File: config.mk
export PLATFORM = sky130hd
export DESIGN_NAME = fila_reader
export DESIGN_NICKNAME = d
export VERILOG_FILES = /design/src/rtl/fila_reader.sv
export SDC_FILE = /design/constraint.sdc
export NUM_CORES = 1
export LEC_CHECK = 0
export ABC_AREA = 1
export CAP_MARGIN = 20
export CORE_MARGIN = 2
export CORE_UTILIZATION = 50
export CTS_BUF_LIST = sky130_fd_sc_hd__clkbuf_16
export DETAILED_ROUTE_END_ITERATION = 8
export PLACE_DENSITY = 0.83
export SETUP_SLACK_MARGIN = 0.2
export SLEW_MARGIN = 15
export SYNTH_ARGS = -nofsm -noshare
export SYNTH_HDL_FRONTEND = slang
export SYNTH_SLANG_ARGS = --single-unit
File: constraint.sdc
create_clock -name clock_10KHz -period 3.3 [get_ports clock_10KHz]
set_clock_uncertainty 0.05 [all_clocks]
set_input_delay 0.66 -clock clock_10KHz [delete_from_list [all_inputs] [get_ports clock_10KHz]]
set_output_delay 0.66 -clock clock_10KHz [all_outputs]
set_load 0.005 [all_outputs]
File: src/rtl/fila_reader.sv
// Consumer side of the 8-entry queue: issues dequeue pulses timed to the queue's
// sampling window and holds each fetched word on a valid/ready port.
module fila_reader #(
  parameter int RETRY_GAP = 3
) (
  input  logic       clock_10KHz,
  input  logic       reset,
  input  logic       enable_in,
  input  logic [2:0] len_in,
  input  logic       enq_busy_in,
  input  logic [7:0] q_data_in,
  output logic       deq_out,
  output logic [7:0] data_out,
  output logic       valid_out,
  input  logic       ready_in,
  output logic [7:0] count_out
);

  localparam int GW = $clog2(RETRY_GAP + 1);

  typedef enum logic [2:0] {IDLE, REQ, WAIT, CAPT, HOLD, BACKOFF} state_t;

  state_t        state;
  logic [GW-1:0] gap;

  always_ff @(posedge clock_10KHz or posedge reset) begin
    if (reset) begin
      state     <= IDLE;
      deq_out   <= 1'b0;
      data_out  <= 8'd0;
      valid_out <= 1'b0;
      count_out <= 8'd0;
      gap       <= '0;
    end else begin
      case (state)
        IDLE: begin
          if (enable_in && len_in != 3'd0 && !enq_busy_in) begin
            state   <= REQ;
            deq_out <= 1'b1;
          end
        end
        REQ: begin
          // the queue samples our pulse at this edge; a simultaneous enqueue steals it
          deq_out <= 1'b0;
          if (enq_busy_in) begin
            state <= BACKOFF;
            gap   <= GW'(RETRY_GAP - 1);
          end else begin
            state <= WAIT;
          end
        end
        WAIT: state <= CAPT;
        CAPT: begin
          data_out  <= q_data_in;
          valid_out <= 1'b1;
          state     <= HOLD;
        end
        HOLD: begin
          if (ready_in) begin
            valid_out <= 1'b0;
            count_out <= count_out + 8'd1;
            state     <= IDLE;
          end
        end
        BACKOFF: begin
          if (gap == '0) state <= IDLE;
          else           gap   <= gap - GW'(1);
        end
        default: state <= IDLE;
      endcase
    end
  end

endmodule

# After elaboration in Yosys (flattened, before gate mapping)
# Cells that the tools add are included.
totals:
  ff_bits: 23
  inputBits: 16
  output_inout_bits: 18
  wordCells: 44
classes:
  addsub: 2
  n_eq_ne: 10
  n_mux: 12
  reduce_logical: 14
ops:
  columns: ["op", "n"]
  rows:
  - ["3-bit case mux with 6 select lines", 1]
  - ["3-bit 2-to-1 mux", 4]
  - ["2-bit inequality test (second input constant)", 5]
  - ["8-bit by 1-bit adder with 8-bit output (second input constant)", 1]
  - ["3-bit by 2-bit equality test with 1-bit output (second input constant)", 2]
  - ["3-bit equality test (second input constant)", 2]
  - ["2-bit AND reduction", 3]
  - ["3-bit AND reduction", 2]
  - ["2-bit nonzero test", 3]
  - ["2-bit 2-to-1 mux", 2]
  - ["1-bit case mux with 2 select lines", 2]
  - ["2-bit case mux with 2 select lines", 1]
  - ["3-bit by 1-bit equality test with 1-bit output (second input constant)", 1]
  - ["3-bit zero test", 1]
  - ["3-bit nonzero test", 1]
  - ["1-bit logical AND", 2]
  - ["2-bit zero test", 1]
  - ["1-bit 2-to-1 mux", 2]
  - ["2-bit by 1-bit subtractor with 2-bit output (second input constant)", 1]
  - ["1-bit zero test", 1]

# Logic depth before layout (Yosys ltp)
depth:
  ltp_word: 5
  mapped_depth: 8
  depth_no_buf: 8

# Least setup slack after synthesis
# OpenSTA, ideal clock, no wires.
synth_path:
  path_kind: "input to register"
  start: "input enable_in"
  end: "register deq_out"
  setup_time_ns: 0.116
  arrival_time_ns: 1.031
  required_time_ns: 3.134
  slack_ns: 2.103
  cell_stages: 7
  path_buffers: 0
  cell_sequence: "inv_1 nor2_1 nand2_1 nand2_1 nand2_1 nand2_1 nand2_1"
synth_between:
  elab_chain_cells: 4
synth_lines:
  columns: ["element", "line", "text"]
  rows:
  - ["from (decl)", "8", "input logic enable_in,"]
  - ["1-bit logical AND (2 in a row)", "37", "if (enable_in && len_in != 3'd0 && !enq_busy_in) begin"]
  - ["2-bit inequality test (no source line)", null, null]
  - ["2-bit AND reduction (no source line)", null, null]
  - ["to (signal assigned)", "29", "deq_out <= 1'b0;"]
  - ["to (signal assigned)", "39", "deq_out <= 1'b1;"]
  - ["to (signal assigned)", "44", "deq_out <= 1'b0;"]
  - ["to (decl)", "12", "output logic deq_out,"]
# No other way between the ends.
# A chain may end at the register's enable or synchronous reset.

# Final worst setup path
layout_path:
  start: "register count_out[2]"
  end: "output count_out[2]"
layout_rtl:
  columns: ["element", "line", "text"]
  rows:
  - ["from (decl)", "16", "output logic [7:0] count_out"]
  - ["from (signal assigned)", "61", "count_out <= count_out + 8'd1;"]
# No word-level cell between the ends.

==> results.json <==
{
  "grtUsageMet2_pct": 36.5,
  "seq_power_share_pct": 39.6,
  "drive_above_1_share_pct": 10.0,
  "drc": 0,
  "post-dp-hpwl_um": 1760,
  "fin_crit_sh_pct": 58.5,
  "layout.nets": 199,
  "async_flop_share_pct": 100,
  "cts_hold_buf": 0,
  "critPathMaxFanout": 5,
  "area_growth_pct": 34.1,
  "reg2reg_from": "state[0]",
  "final_max_slew_viol_count": 0,
  "status": "finished, final reports clean",
  "maxCapViolCount": 0,
  "netlist_area_mm2": 0.00121,
  "yosysMostFrequentCell": "nand2_1",
  "cp_cell_sequence": "clkdlybuf4s50_1",
  "synth_area_leaders": "dfrtp_1 (48%), nand2_1 (15%), inv_1 (7.2%)",
  "p_sw_share_pct": 35.3,
  "min_path_type": "reg2reg",
  "startpoint_type": "register",
  "p_clk_share_pct": 20.4,
  "busiest_layer": "met2",
  "critical_path.max_stage_delay_ps": 540,
  "power_frac_comb_pct": 40.0,
  "internal_power_w": 0.000834,
  "die-area_mm2": 0.00282,
  "port_buffers": 33,
  "synth_top_area_share_pct": 47.7,
  "vias": 995,
  "switchingPower_w": 0.000455,
  "drtIter0Drc": 18,
  "grt-ovfl-total": 0,
  "powerDensity_mw_per_mm2": 796,
  "place.gp.congestion": 0.817,
  "finalHoldViolCount": 0,
  "critPathBufInv": 1,
  "hp-start": "data_out[4]",
  "cp-end-kind": "output pin",
  "syn_nets": 164,
  "antenna_left": 0,
  "wire_per_inst_um": 11.0,
  "slew_headroom_pct": 43.2,
  "worst_pin_slew_ps": 852,
  "setup_tns_ps": 0,
  "path_delay_family": "buffers and inverters",
  "grt_pass1_wl_um": 4080,
  "cts_setup_buffers": 0,
  "io-pin-count": 34,
  "grtUsageMet3_pct": 5.37,
  "grt_pass1_vias": 1044,
  "finalCriticalPeriod_ps": 1930,
  "cts_inserted_buffers": 3,
  "cts-root-buf": "clkbuf_16",
  "grt_use_met1_pct": 21.6,
  "firstDrtPassIters": 3,
  "wirelength_um": 2290,
  "arrival_ps": 1220,
  "yosysTopAreaCell": "dfrtp_1",
  "track_usage_pct": 20.1,
  "clk_pin_slew_ps": 60,
  "worst_hold_slack_ps": 432,
  "die_y_um": 53.1,
  "ir_drop_mv": 0.571,
  "synth_edf_count": 0,
  "ys_warn_count": 0,
  "required_ps": 2590,
  "clk_path_buf_depth": 2,
  "slowest_stage": "clkdlybuf4s50_1",
  "grt_antenna_before_repair": 0,
  "power_leakage_nw": 0.809,
  "grt_max_degree": 24,
  "via_per_inst": 4.78,
  "finalSetupViolCount": 0,
  "fmax_ghz": 0.518,
  "htreeDepth": 1,
  "cts_tree": "done",
  "cts-resized-gates": 0,
  "clock-sinks": 23,
  "cp-startpoint": "count_out[2]",
  "ys_seq_elements": 23,
  "synth_top_flop_cell": "dfrtp_1",
  "rsz0062_at_grt": "no",
  "syn-instance-count": 146,
  "insertion_delay_ps": 250,
  "rows": 17,
  "start_util_pct": 53.6,
  "avgSynthCellArea_um2": 8.27,
  "crit_type": "reg2out",
  "core_area_mm2": 0.00225,
  "dieWidth_um": 53.1,
  "synth_common_cells": "nand2_1 (49), dfrtp_1 (23), inv_1 (23)",
  "num_antenna_cells": 0,
  "synth.lib_cells_used.distinct": 18,
  "ys_seq_area_share_pct": 47.7
}
## worst min-delay path, cell delays in order, from the launching register on
cell	delay (ps)
dfrtp_1	340
nand2_1	60
o21ai_2	50
## cell usage in the layout, fill, tap and decap left out, drive strengths merged
cell and instances:
nand3 7, nor3 1, a21oi 1, clkdlybuf4s50 33, nor2 17, xor2 4, clkbuf 3, nand2 49
inv 24, clkinv 1, ha 2, dfrtp 23, nand3b 4, o21ai 11
## worst paths after layout
check                                to  slack [ps]  cells past startpoint
hold / removal              data_out[4]         430                      2
hold reg to reg             data_out[4]         430                      2
setup / recovery           count_out[2]        1370                      1
max in group asynchronous  count_out[2]        1840                      2
min in group asynchronous   data_out[2]         840                      2
setup reg to reg           count_out[5]        2000                      6
## flip-flops by register name (all words and copies together), names as in the netlist
name and flops:
count_out 8, data_out 8, state 3, gap 2
deq_out 1, valid_out 1
## cell type report
type	count	area (um2)
Clock buffer	3	75.1
Inverter	24	90.1
Fill cell	188	636
Multi-Input combinational cell	96	508
Sequential cell	23	576
Timing Repair Buffer	33	330
Tap cell	28	35.0
Clock inverter	1	5.00
## cells by family after synthesis
group	synth area share, %
simple gates	29.6
buf+inv	10.3
flops	47.7
compound gates	7.46
xor+xnor	2.90
fa+ha+maj	2.07
## stage by stage
step / cells / cell area [um2] / worst slack, ps / total power (W) / util, %
3_3_place_gp: 204 / 1540 / 1500 / 0.00101 / 68.3
4_1_cts: 208 / 1620 / 1370 / 0.00131 / 71.8
5_1_grt: 208 / 1620 / 1330 / 0.00139 / 71.8
3_5_place_dp: 204 / 1540 / 1460 / 0.00104 / 68.3
2_1_floorplan: 146 / 1210 / 2100 / 0.000814 / -
6_report: 208 / 1620 / 1370 / 0.00129 / 71.8
## power groups by stage
stage,clock (W),sequential [W],combinational (W)
CTS,0.000267,0.000511,0.000528
floorplan,0,0.000479,0.000335
global placement,0,0.000507,0.000504
detailed placement,0,0.000512,0.000524
global route,0.000273,0.000526,0.000593
finish,0.000263,0.000510,0.000516
## metal layers
layer	vias up	wire length, um	part of all wire, %
li1	510	-	-
met1	453	1000	44
met2	28	1150	50
met3	4	106	4.6
met5	-	0	0
met4	0	34	1.5
Note: power is estimated with default switching activity, not from simulation.
